## src/rtl/conv_pool_writeback.sv

```systemverilog
// conv_pool_writeback
// Takes finished convolution pixels in raster order, quantizes them to
// DATA_WIDTH (arithmetic shift by FRAC_SHIFT, then saturation), 2x2
// max-pools them on the fly and writes one pooled pixel per window to the
// output feature memory.
//
// Build option: define POOL_RELU_EN to clamp negative quantized values to
// zero before pooling. Without it, signed values pass unchanged.
//
// Ports:
//   clock      rising-edge clock
//   reset      asynchronous, active-high reset
//   start      single-cycle frame start pulse (also restarts a running frame)
//   acc_valid  one-cycle strobe, acc_data holds one conv pixel
//   acc_data   signed accumulator result
//   out_wren   write strobe to the pooled output memory (one cycle per write)
//   out_addr   pooled write address
//   out_data   pooled pixel
//   busy       high while a frame is being processed
//   pool_done  sticky frame-complete flag, cleared by start or reset
module conv_pool_writeback #(
  parameter int DATA_WIDTH = 16,
  parameter int ACC_WIDTH  = 32,
  parameter int FRAC_SHIFT = 8,
  parameter int OUT_W      = 8,
  parameter int OUT_H      = 8,
  parameter int ADDR_WIDTH = 8
) (
  input  logic                  clock,
  input  logic                  reset,
  input  logic                  start,
  input  logic                  acc_valid,
  input  logic [ACC_WIDTH-1:0]  acc_data,
  output logic                  out_wren,
  output logic [ADDR_WIDTH-1:0] out_addr,
  output logic [DATA_WIDTH-1:0] out_data,
  output logic                  busy,
  output logic                  pool_done
);

  localparam int CW       = (OUT_W > 1) ? $clog2(OUT_W) : 1;
  localparam int RW       = (OUT_H > 1) ? $clog2(OUT_H) : 1;
  localparam int LB_DEPTH = OUT_W / 2;
  localparam int LB_AW    = (LB_DEPTH > 1) ? $clog2(LB_DEPTH) : 1;

  // Saturation bounds, sign-extended to the accumulator width.
  localparam logic signed [ACC_WIDTH-1:0] SAT_MAX =
    {{(ACC_WIDTH-DATA_WIDTH+1){1'b0}}, {(DATA_WIDTH-1){1'b1}}};
  localparam logic signed [ACC_WIDTH-1:0] SAT_MIN =
    {{(ACC_WIDTH-DATA_WIDTH+1){1'b1}}, {(DATA_WIDTH-1){1'b0}}};

  typedef enum logic [1:0] {IDLE, RUN, DONE} state_t;
  state_t state_reg, state_next;

  logic signed [DATA_WIDTH-1:0] q_reg, h_reg;
  logic                         q_valid_reg;
  logic [CW-1:0]                col_reg;
  logic [RW-1:0]                row_reg;

  // One row of horizontally pooled pairs; small enough for distributed
  // memory, read asynchronously so the window closes one cycle after q.
  logic signed [DATA_WIDTH-1:0] lb [LB_DEPTH];

  logic signed [ACC_WIDTH-1:0]  shifted;
  logic signed [DATA_WIDTH-1:0] sat_val, quant_val;
  logic signed [DATA_WIDTH-1:0] hm, lb_rd, pool_val;
  logic [LB_AW-1:0]             lb_idx;
  logic [ADDR_WIDTH-1:0]        write_addr;
  logic                         process, write_issue, last_write, col_last;

  // Quantize: shift, saturate, optional ReLU.
  always_comb begin
    shifted = $signed(acc_data) >>> FRAC_SHIFT;
    if (shifted > SAT_MAX)
      sat_val = {1'b0, {(DATA_WIDTH-1){1'b1}}};
    else if (shifted < SAT_MIN)
      sat_val = {1'b1, {(DATA_WIDTH-1){1'b0}}};
    else
      sat_val = shifted[DATA_WIDTH-1:0];
`ifdef POOL_RELU_EN
    quant_val = sat_val[DATA_WIDTH-1] ? '0 : sat_val;
`else
    quant_val = sat_val;
`endif
  end

  // Pooling datapath for the pixel currently held in q.
  always_comb begin
    lb_idx      = LB_AW'(col_reg >> 1);
    hm          = (q_reg > h_reg) ? q_reg : h_reg;
    lb_rd       = lb[lb_idx];
    pool_val    = (lb_rd > hm) ? lb_rd : hm;
    write_addr  = ADDR_WIDTH'(row_reg >> 1) * ADDR_WIDTH'(OUT_W / 2)
                + ADDR_WIDTH'(col_reg >> 1);
    col_last    = (col_reg == CW'(OUT_W - 1));
    // A start in the same cycle discards whatever is in flight.
    process     = q_valid_reg && (state_reg == RUN) && !start;
    write_issue = process && col_reg[0] && row_reg[0];
    last_write  = write_issue && col_last && (row_reg == RW'(OUT_H - 1));
  end

  always_ff @(posedge clock or posedge reset) begin
    if (reset) state_reg <= IDLE;
    else       state_reg <= state_next;
  end

  always_comb begin
    state_next = state_reg;
    case (state_reg)
      IDLE:    if (start) state_next = RUN;
      RUN:     if (start) state_next = RUN;
               else if (last_write) state_next = DONE;
      DONE:    if (start) state_next = RUN;
      default: state_next = IDLE;
    endcase
  end

  assign busy = (state_reg == RUN);

  always_ff @(posedge clock or posedge reset) begin
    if (reset) begin
      q_reg       <= '0;
      q_valid_reg <= 1'b0;
      h_reg       <= '0;
      col_reg     <= '0;
      row_reg     <= '0;
      out_wren    <= 1'b0;
      out_addr    <= '0;
      out_data    <= '0;
      pool_done   <= 1'b0;
    end else begin
      out_wren    <= 1'b0;
      q_valid_reg <= 1'b0;
      if (start) begin
        col_reg   <= '0;
        row_reg   <= '0;
        h_reg     <= '0;
        out_addr  <= '0;
        pool_done <= 1'b0;
      end else begin
        if (acc_valid && state_reg == RUN) begin
          q_reg       <= quant_val;
          q_valid_reg <= 1'b1;
        end
        if (process) begin
          if (!col_reg[0]) h_reg <= q_reg;
          if (col_last) begin
            col_reg <= '0;
            row_reg <= (row_reg == RW'(OUT_H - 1)) ? '0 : row_reg + 1'b1;
          end else begin
            col_reg <= col_reg + 1'b1;
          end
        end
        if (write_issue) begin
          out_wren <= 1'b1;
          out_addr <= write_addr;
          out_data <= pool_val;
        end
        if (last_write) pool_done <= 1'b1;
      end
    end
  end

  // Even rows park their horizontal maxima for the odd row below.
  always_ff @(posedge clock) begin
    if (process && col_reg[0] && !row_reg[0])
      lb[lb_idx] <= hm;
  end

endmodule
```

## config.mk

```make
export PLATFORM = sky130hd
export DESIGN_NAME = conv_pool_writeback
export DESIGN_NICKNAME = d
export VERILOG_FILES = /design/src/rtl/conv_pool_writeback.sv
export SDC_FILE = /design/constraint.sdc
export NUM_CORES = 1
export LEC_CHECK = 0
export ABC_AREA = 1
export BUFFER_PORTS_ARGS = -buffer_cell sky130_fd_sc_hd__buf_2
export CAP_MARGIN = 20
export CORE_MARGIN = 10
export CORE_UTILIZATION = 55
export CTS_CLUSTER_DIAMETER = 200
export DETAILED_ROUTE_END_ITERATION = 7
export GPL_TIMING_DRIVEN = 0
export MAX_ROUTING_LAYER = met4
export PLACE_DENSITY = 0.84
export SETUP_SLACK_MARGIN = 0.15
export SYNTH_ARGS = -nofsm -noshare
export SYNTH_HDL_FRONTEND = slang
export SYNTH_SLANG_ARGS = --single-unit
```

## constraint.sdc

```tcl
create_clock -name clock -period 7.41 [get_ports clock]
set_input_delay 1.1115 -clock clock [delete_from_list [all_inputs] [get_ports clock]]
set_output_delay 1.1115 -clock clock [all_outputs]
set_load 0.1 [all_outputs]
```

==> metrics.txt, run 1 <==
Antenna Violating Nets Remaining 0; Layout area overhead 17.06%; global-route usage over all layers 0.1981; max reg flops 64; TritonCTS clock tree yes; Final HPWL DP 10930 µm; top area cells in the synthesized netlist edfxtp_1, dfrtp_1, nand2_1, ha_1, inv_1; sw frac 0.4010; max_cap viols 0; run status finished clean; initial antenna violation count 0; #FFs+latches synth 127; Hold Crit Depth 2; Final Util 0.6618; Fin Hold WS 473.0 ps; LEAKAGE 3.736 nW; dpl cells 891; CP dominant cell by count nand2_1; distinct cell type count after synthesis 37; Top reg by flops lb; sequential cell area fraction in the yosys report 0.5397; Congestion Overflow GR 0; post-synthesis async set-or-reset flop share 0.4961; Yosys top cell area share 0.2965; Starting DRT DRC Count 370; Die Y 128.6 µm; CTS resizes 0; CP Max Fanout 10; clk_lat worst skew 420 ps; placer's final routability congestion estimate 0.9217; clock power share 0.308; CP max stage delay 430 ps; Slew @ Worst Pin 977.5 ps; top cell type by total area after synthesis edfxtp_1; setup TNS 0 ps; Critical Path RT 7720 ps; Die X 128.6 µm; slowest cell on the critical path dfrtp_1; Startpoint Class flip-flop; R2R Setup Slk 3300 ps; first-pass GRT wire length 25540 µm; fin nets 839; CTS sink count 127; clk_skew 5.375 ps; clock root cell clkbuf_16; crit share post-route 0.5549; antenna cells 0; Seq pwr share 0.324; DRC 0; Gate Count Post-Synth 692; htree depth 4; worst r2r src q_reg[15]$_DFFE_PP0P_; drt via density 5.608; Tmin final 4112 ps; peak supply drop 279.8 µV; Synth Cell Area 0.006482 mm²; Num CTS Buffers 17; number of I/O pins 63; Post-CTS Hold Buffers 0; critical path class flip-flop to flip-flop; Initial Utilization 0.5653; Max clock buf depth 2; Layout Cells excl Fill 923; HP Start out_data[0]$_DFFE_PP0P_; largest net degree at the start of global routing 43; Net Sw Power 1.103 mW; r2r endpoint out_data[7]$_DFFE_PP0P_; pwr/cell area 362.6 mW/mm²; core footprint 0.01147 mm²; cells on worst reg2reg path 26; Tightest Hold Check Type flip-flop to flip-flop; Hold Vio Cnt, Final 0; Vias 5176; Crit. End Element flip-flop; number of global-route vias before repair 5310; Fillers 808; Setup-failing EPs final 0; Pint 1.648 mW; DRT Pass-1 Iters 5; row cnt 39; total setup buffers inserted after CTS 0; wire per inst 16.42 µm; DIE AREA 0.01653 mm²; Achievable Freq 243.2 MHz; hold endpoint out_data[0]$_DFFE_PP0P_; IO buf count 50; most frequent cells in the layout nand2_1, inv_1, edfxtp_1, dfrtp_1, nand3_1; WP data arrival 4420 ps; Routed WL 15160 µm; logic gate share of total power 0.368; number of synthesized flops with an enable pin 64; most common cell after layout, fill and taps aside nand2_1; syn_area_per_cell 9.368 µm²; layout cells sized above 1 0.1718; RSZ-0062 raised after global routing false; Max Slew Vio Count 0; Primary FF master, synth edfxtp_1; Clock transition at path regs 50 ps; Synth Warn # 0; Slew HR 0.3476
-- layer usage --
| metal | share of wire | vias to the layer above | track usage | wire length (µm) |
|---|---|---|---|---|
| li1 | - | 2479 | - | - |
| met1 | 0.40 | 2460 | 0.2249 | 5999 |
| met2 | 0.52 | 199 | 0.3359 | 7888 |
| met3 | 0.060 | 38 | 0.03901 | 915 |
| met4 | 0.023 | 0 | 0.08251 | 355 |
| met5 | 0 | - | - | 0 |
-- cells in the mapped netlist (10+ instances only) --
cell      instances
nand2_1         189
inv_1            84
a221oi_1         15
dfrtp_1          63
a21oi_1          12
ha_1             36
clkbuf_1         10
nor2_1           30
o21ai_0          36
nand4_1          23
nand3_1          59
edfxtp_1         64
nand2_4          11
-- metrics by stage --
stage | total power [mW] | setup slack (ps) | instance area (µm²)
6_report | 2.752 | 3298 | 7589
2_1_floorplan | 1.687 | 4045 | 6494
3_3_place_gp | 1.849 | 3414 | 6923
5_1_grt | 2.879 | 2908 | 7589
4_1_cts | 2.753 | 3345 | 7589
3_5_place_dp | 1.891 | 3510 | 6980
-- critical path: cells and delay by family (launching register included) --
kind / cells / cell delay [ps]
flip-flops: 1 / 430
AO/OA/AOI/OAI: 3 / 430
buffers and inverters: 4 / 600
adder cells (fa/ha/maj): 2 / 700
AND/OR/NAND/NOR: 17 / 1830
-- cell type report --
cell class / instances / area (µm²) / share of cell area
Buffer: 27 / 162.7 / 0.02143
Clock buffer: 21 / 471.7 / 0.06216
Clock inverter: 11 / 136.4 / 0.01797
Inverter: 90 / 337.8 / 0.04452
Multi-Input combinational cell: 451 / 2510 / 0.3308
Sequential cell: 127 / 3498 / 0.4610
Tap cell: 143 / 178.9 / 0.02358
Timing Repair Buffer: 53 / 292.8 / 0.03858
-- power groups by stage --
stage / Combinational, mW / Clock [mW] / Sequential (mW)
after floorplan: 0.486 / 0 / 1.20
after global placement: 0.951 / 0 / 0.898
after detailed placement: 0.989 / 0 / 0.902
after CTS: 1.01 / 0.854 / 0.890
after global routing: 1.10 / 0.881 / 0.898
final: 1.01 / 0.847 / 0.891
-- cell families (layout without fill, tap and decap cells) --
group | after synthesis | in the layout | share of synthesized area
other | 1 | 4 | 0.0005785
flip-flops | 127 | 127 | 0.5397
buffers and inverters | 117 | 202 | 0.07720
adder cells (fa/ha/maj) | 36 | 36 | 0.06948
AO/OA/AOI/OAI | 78 | 78 | 0.07277
AND/OR/NAND/NOR | 333 | 333 | 0.2403
-- worst max path at each step --
stage / start / endpoint / slack, ps / cells past startpoint
3_5_place_dp: h_reg[5]$_DFFE_PP0P_ / out_data[8]$_DFFE_PP0P_ / 3510 / 26
5_1_grt: h_reg[7]$_DFFE_PP0P_ / out_data[7]$_DFFE_PP0P_ / 2910 / 28
6_report: q_reg[15]$_DFFE_PP0P_ / out_data[7]$_DFFE_PP0P_ / 3300 / 26
3_3_place_gp: start / lb[1][7]$_DFFE_PP_ / 3410 / 4
2_1_floorplan: state_reg[1]$_DFFE_PP0P_ / lb[2][0]$_DFFE_PP_ / 4040 / 5
4_1_cts: q_reg[15]$_DFFE_PP0P_ / out_data[8]$_DFFE_PP0P_ / 3340 / 26
(Power assumes the default switching activity.)
==> run 2: changes to the inputs <==
- clock period: 7.41 -> 3.8 ns (I/O delays scaled with it)
==> run 2 against run 1 <==
Compared with the run above: the flow now finishes with violations (negative setup slack); total power grew 140%; routed wire length up 60%; flip-flop and latch count did not move; sequential share of layout area decreased by 6.5 points; maximum frequency grew 2.8%; clock skew grew 3.5 ps; clock power is 100% higher; largest power group unchanged.
==> metrics.txt, run 2 (same netlist as run 1, synthesis figures left out) <==
row cnt 39; fin nets 911; Max Slew Vio Count 0; setup ws final -198.3 ps; family with the most delay on the worst path simple AND/OR/NAND/NOR gates; htree depth 4; Crit. End Element flip-flop; Die X 128.6 µm; CP Max Fanout 8; Hold Vio Cnt, Final 0; Layout area overhead 36.31%; Slew @ Worst Pin 1098 ps; Setup WS pre-CTS -99.98 ps; CP Depth 25; pwr/cell area 753.3 mW/mm²; antenna cells 0; Initial Utilization 0.5653; Num CTS Buffers 17; number of global-route vias before repair 5771; Starting DRT DRC Count 927; failing checks negative setup slack; crit share post-route 1.052; DIE AREA 0.01653 mm²; RSZ-0062 raised after global routing true; Vias 6602; Clock transition at path regs 60 ps; slowest cell on the critical path dfrtp_1; Buf/Inv on CP 5; Power Total 6.656 mW; clk_lat worst skew 440 ps; placer's final routability congestion estimate 0.9217; number of I/O pins 63; WP data arrival 4310 ps; Antenna Violating Nets Remaining 0; first-pass GRT wire length 28350 µm; initial antenna violation count 0; CP dominant cell by count nand2_2; clk_skew 8.873 ps; peak supply drop 496.3 µV; largest net degree at the start of global routing 43; Multi-input gate area 0.003102 mm²; most common cell after layout, fill and taps aside nand2_1; Top reg by flops lb; DRT Pass-1 Iters 6; run status complete, but fails checks; TritonCTS clock tree yes; CTS sink count 127; cells on worst reg2reg path 25; setup TNS -1582 ps; most frequent cells in the layout nand2_1, inv_1, buf_4, edfxtp_1, dfrtp_1; clock root cell clkbuf_16; max reg flops 64; Max clock buf depth 2; layout cells sized above 1 0.3732; LEAKAGE 4.208 nW; storage element area 0.003503 mm²; CP max stage delay 400 ps; Die Y 128.6 µm; Fin Hold WS 148.2 ps; Design Area, Final 0.008836 mm²; Cell Area, Placed 0.006980 mm²; Final HPWL DP 10930 µm; Fillers 558; Routed WL 24180 µm; Congestion Overflow GR 0; DRC 0; Tmin final 3998 ps; IO buf count 50; core footprint 0.01147 mm²; Setup-failing EPs final 16; wire per inst 24.31 µm; Critical Path RT 4120 ps; Slew HR 0.2669; Achievable Freq 250.1 MHz; drt via density 6.635; max_cap viols 0; Startpoint Class flip-flop; Tightest Hold Check Type input pin to asynchronous set/reset pin; global-route usage over all layers 0.2211; critical path class flip-flop to flip-flop
==> run 2: worst reg2reg max path, cell delays in order, from the launching register on <==
cell and delay (ps):
dfrtp_1 400, inv_2 100, ha_4 220, nand2_2 100
nand2_2 70, nand3_2 60, nand2_2 70, a21oi_4 230
nand2_4 100, nand2_8 100, buf_6 130, nand4_1 180
nand2_1 270, inv_1 120, ha_1 310, nand4_1 160
nor2_4 170, nand2_2 110, nand3_2 120, nand2_4 130
nand2_8 120, buf_4 140, buf_8 140, nand3_2 120
nand2_2 110, nand2_1 90
==> run 2: worst paths after layout <==
kind | startpoint | endpoint | slack (ps)
setup / recovery | h_reg[9]$_DFFE_PP0P_ | out_data[0]$_DFFE_PP0P_ | -200
hold / removal | reset | q_reg[6]$_DFFE_PP0P_ | 150
setup reg to reg | h_reg[9]$_DFFE_PP0P_ | out_data[0]$_DFFE_PP0P_ | -200
hold reg to reg | out_data[13]$_DFFE_PP0P_ | out_data[13]$_DFFE_PP0P_ | 480
max in group asynchronous | reset | q_reg[15]$_DFFE_PP0P_ | 3040
min in group clock | acc_data[31] | q_reg[15]$_DFFE_PP0P_ | 360
==> run 2: routing by layer <==
metal	vias to the layer above	global-route usage	part of all wire
met4	0	0.09299	0.084
met3	240	0.04312	0.12
met1	3040	0.2465	0.33
met5	-	-	0
li1	2617	-	-
met2	705	0.3799	0.47
==> run 2: repair_timing <==
item,4_1_cts,5_1_grt
setup buffers,24,43
pin swaps,13,60
hold buffers,0,0
cloned,2,3
gates resized for setup,49,112
setup endpoints to repair,16,16
==> run 2: per-stage QoR <==
step | util | instances
2_1_floorplan | - | 695
3_3_place_gp | 0.6037 | 888
3_5_place_dp | 0.6087 | 891
4_1_cts | 0.7008 | 949
5_1_grt | 0.7705 | 995
6_report | 0.7705 | 995
==> run 2: power breakdown <==
part,internal (mW),switching (mW)
Clock,1.08,0.645
Combinational,1.08,2.09
Sequential,1.64,0.124
==> run 2: area by class of cell <==
type | instances | area share
well taps | 143 | 0.02025
clock inverters | 11 | 0.01543
plain buffers | 27 | 0.02124
flip-flops and latches | 127 | 0.3965
repair buffers | 125 | 0.1037
multi-input cells | 451 | 0.3510
clock buffers | 21 | 0.05338
inverters | 90 | 0.03852
==> run 3: changes to the inputs <==
- BUFFER_PORTS_ARGS: -buffer_cell sky130_fd_sc_hd__buf_2 -> -buffer_cell sky130_fd_sc_hd__buf_4
- SKIP_CTS_REPAIR_TIMING: not set -> 1
- SLEW_MARGIN: not set -> 30
==> run 3 against run 2 <==
Compared with the run above: setup slack improved by 160 ps; the flow finishes with violations (design-rule violations, negative setup slack); clock skew about the same; combinational power decreased by 11%; maximum frequency increased by 4.3%; highest routed layer unchanged; largest cell class unchanged; sequential share of layout area increased by 0.78 points; first-iteration DRC count decreased by 32%; register-to-register slack improved by 160 ps; routed wire length decreased by 19%; final area decreased by 2.0%; critical path type unchanged.
==> metrics.txt, run 3 (same netlist as run 1, synthesis figures left out) <==
failing checks design-rule violations, negative setup slack; sw frac 0.4102; most frequent cells in the layout nand2_1, buf_4, inv_1, edfxtp_1, dfrtp_1; Cell Area, Placed 0.007142 mm²; max_cap viols 0; clock power share 0.270; Vias 5839; antenna cells 0; Buf/Inv on CP 5; CP max stage delay 410 ps; largest net degree at the start of global routing 33; global-route usage over all layers 0.1982; Congestion Overflow GR 0; Pint 3.689 mW; clock root cell clkbuf_16; number of I/O pins 63; Routed WL 19490 µm; pwr/cell area 722.1 mW/mm²; DRC 4; LEAKAGE 4.096 nW; met1 usage 0.2349; gr busiest metal met2; Max Slew Vio Count 0; Fin Hold WS 154.3 ps; fin nets 886; Tmin final 3835 ps; Max clock buf depth 2; Critical Path RT 4120 ps; Num CTS Buffers 17; met3 Track Usage GR 0.04066; row cnt 39; first-pass GRT wire length 25540 µm; Net Sw Power 2.566 mW; initial antenna violation count 0; clk_skew 8.797 ps; Setup-failing EPs final 9; GR Util met2 0.3198; DIE AREA 0.01653 mm²; TritonCTS clock tree yes; Hold Vio Cnt, Final 0; number of global-route vias before repair 5210; Clock transition at path regs 60 ps; setup ws final -34.68 ps; Initial Utilization 0.5653; Die Y 128.6 µm; Power Total 6.256 mW; CP Max Fanout 7; storage element area 0.003502 mm²; Die X 128.6 µm; Layout area overhead 33.64%; Design Area, Final 0.008663 mm²; logic gate share of total power 0.450; IO buf count 50; most common cell after layout, fill and taps aside nand2_1; run status complete, but fails checks; RSZ-0062 raised after global routing true; CP dominant cell by count nand2_1; Final HPWL DP 11260 µm; family with the most delay on the worst path simple AND/OR/NAND/NOR gates; Crit. End Element flip-flop; max reg flops 64; core footprint 0.01147 mm²; Slew @ Worst Pin 698.9 ps; Achievable Freq 260.8 MHz; Slew HR 0.5341; Starting DRT DRC Count 626; layout cells sized above 1 0.3289; WP data arrival 4150 ps; Antenna Violating Nets Remaining 0; slowest cell on the critical path dfrtp_1; htree depth 4; Startpoint Class flip-flop; Tightest Hold Check Type input pin to asynchronous set/reset pin; Multi-input gate area 0.003033 mm²; CP startpoint h_reg[9]$_DFFE_PP0P_; Seq pwr share 0.280; drt via density 6.020; Top reg by flops lb; Fillers 609; placer's final routability congestion estimate 0.9003; worst r2r src h_reg[9]$_DFFE_PP0P_; crit share post-route 1.009; CTS sink count 127; wire per inst 20.09 µm; DRT Pass-1 Iters 8; peak supply drop 498.0 µV; clk_lat worst skew 430 ps; critical path class flip-flop to flip-flop
[run 3: through the flow]
step / std cells / setup slack [ps] / TNS (ps) / util
2_1_floorplan: 695 / 434.7 / 0 / -
3_3_place_gp: 888 / 25.26 / 0 / 0.6146
3_5_place_dp: 895 / -78.40 / -342.5 / 0.6228
4_1_cts: 927 / -168.9 / -1267 / 0.6755
5_1_grt: 970 / -183.6 / -2096 / 0.7555
6_report: 970 / -34.68 / -130.9 / 0.7555
[run 3: metal layers]
| layer | share of wire | vias to the layer above | wire, µm |
|---|---|---|---|
| li1 | - | 2572 | - |
| met1 | 0.36 | 2730 | 7113 |
| met2 | 0.50 | 433 | 9752 |
| met3 | 0.086 | 104 | 1671 |
| met4 | 0.049 | 0 | 954 |
| met5 | 0 | - | 0 |
[run 3: layout make-up]
type / instances / share of cell area
inverter: 90 / 0.03957
clock buffer: 20 / 0.05040
buffer: 27 / 0.02181
sequential: 127 / 0.4042
timing repair buffer: 100 / 0.09388
clock inverter: 12 / 0.01935
multi-input combinational: 451 / 0.3501
tap: 143 / 0.02065
[run 3: worst paths after layout]
check,slack [ps],cells past startpoint,end
min in group clock,360,3,q_reg[15]$_DFFE_PP0P_
max reg2reg,-30,29,out_data[5]$_DFFE_PP0P_
max in group asynchronous,3130,3,h_reg[12]$_DFFE_PP0P_
min reg2reg,480,2,out_data[13]$_DFFE_PP0P_
min,150,2,q_reg[2]$_DFFE_PP0P_
max,-30,29,out_data[5]$_DFFE_PP0P_
[run 3: power by group through the flow]
stage	Sequential [mW]	Clock [mW]	Combinational [mW]
after floorplan	2.34	0	0.947
after global placement	1.76	0	1.91
after detailed placement	1.77	0	1.99
after CTS	1.74	1.67	2.02
after global routing	1.76	1.75	2.97
final	1.75	1.69	2.81
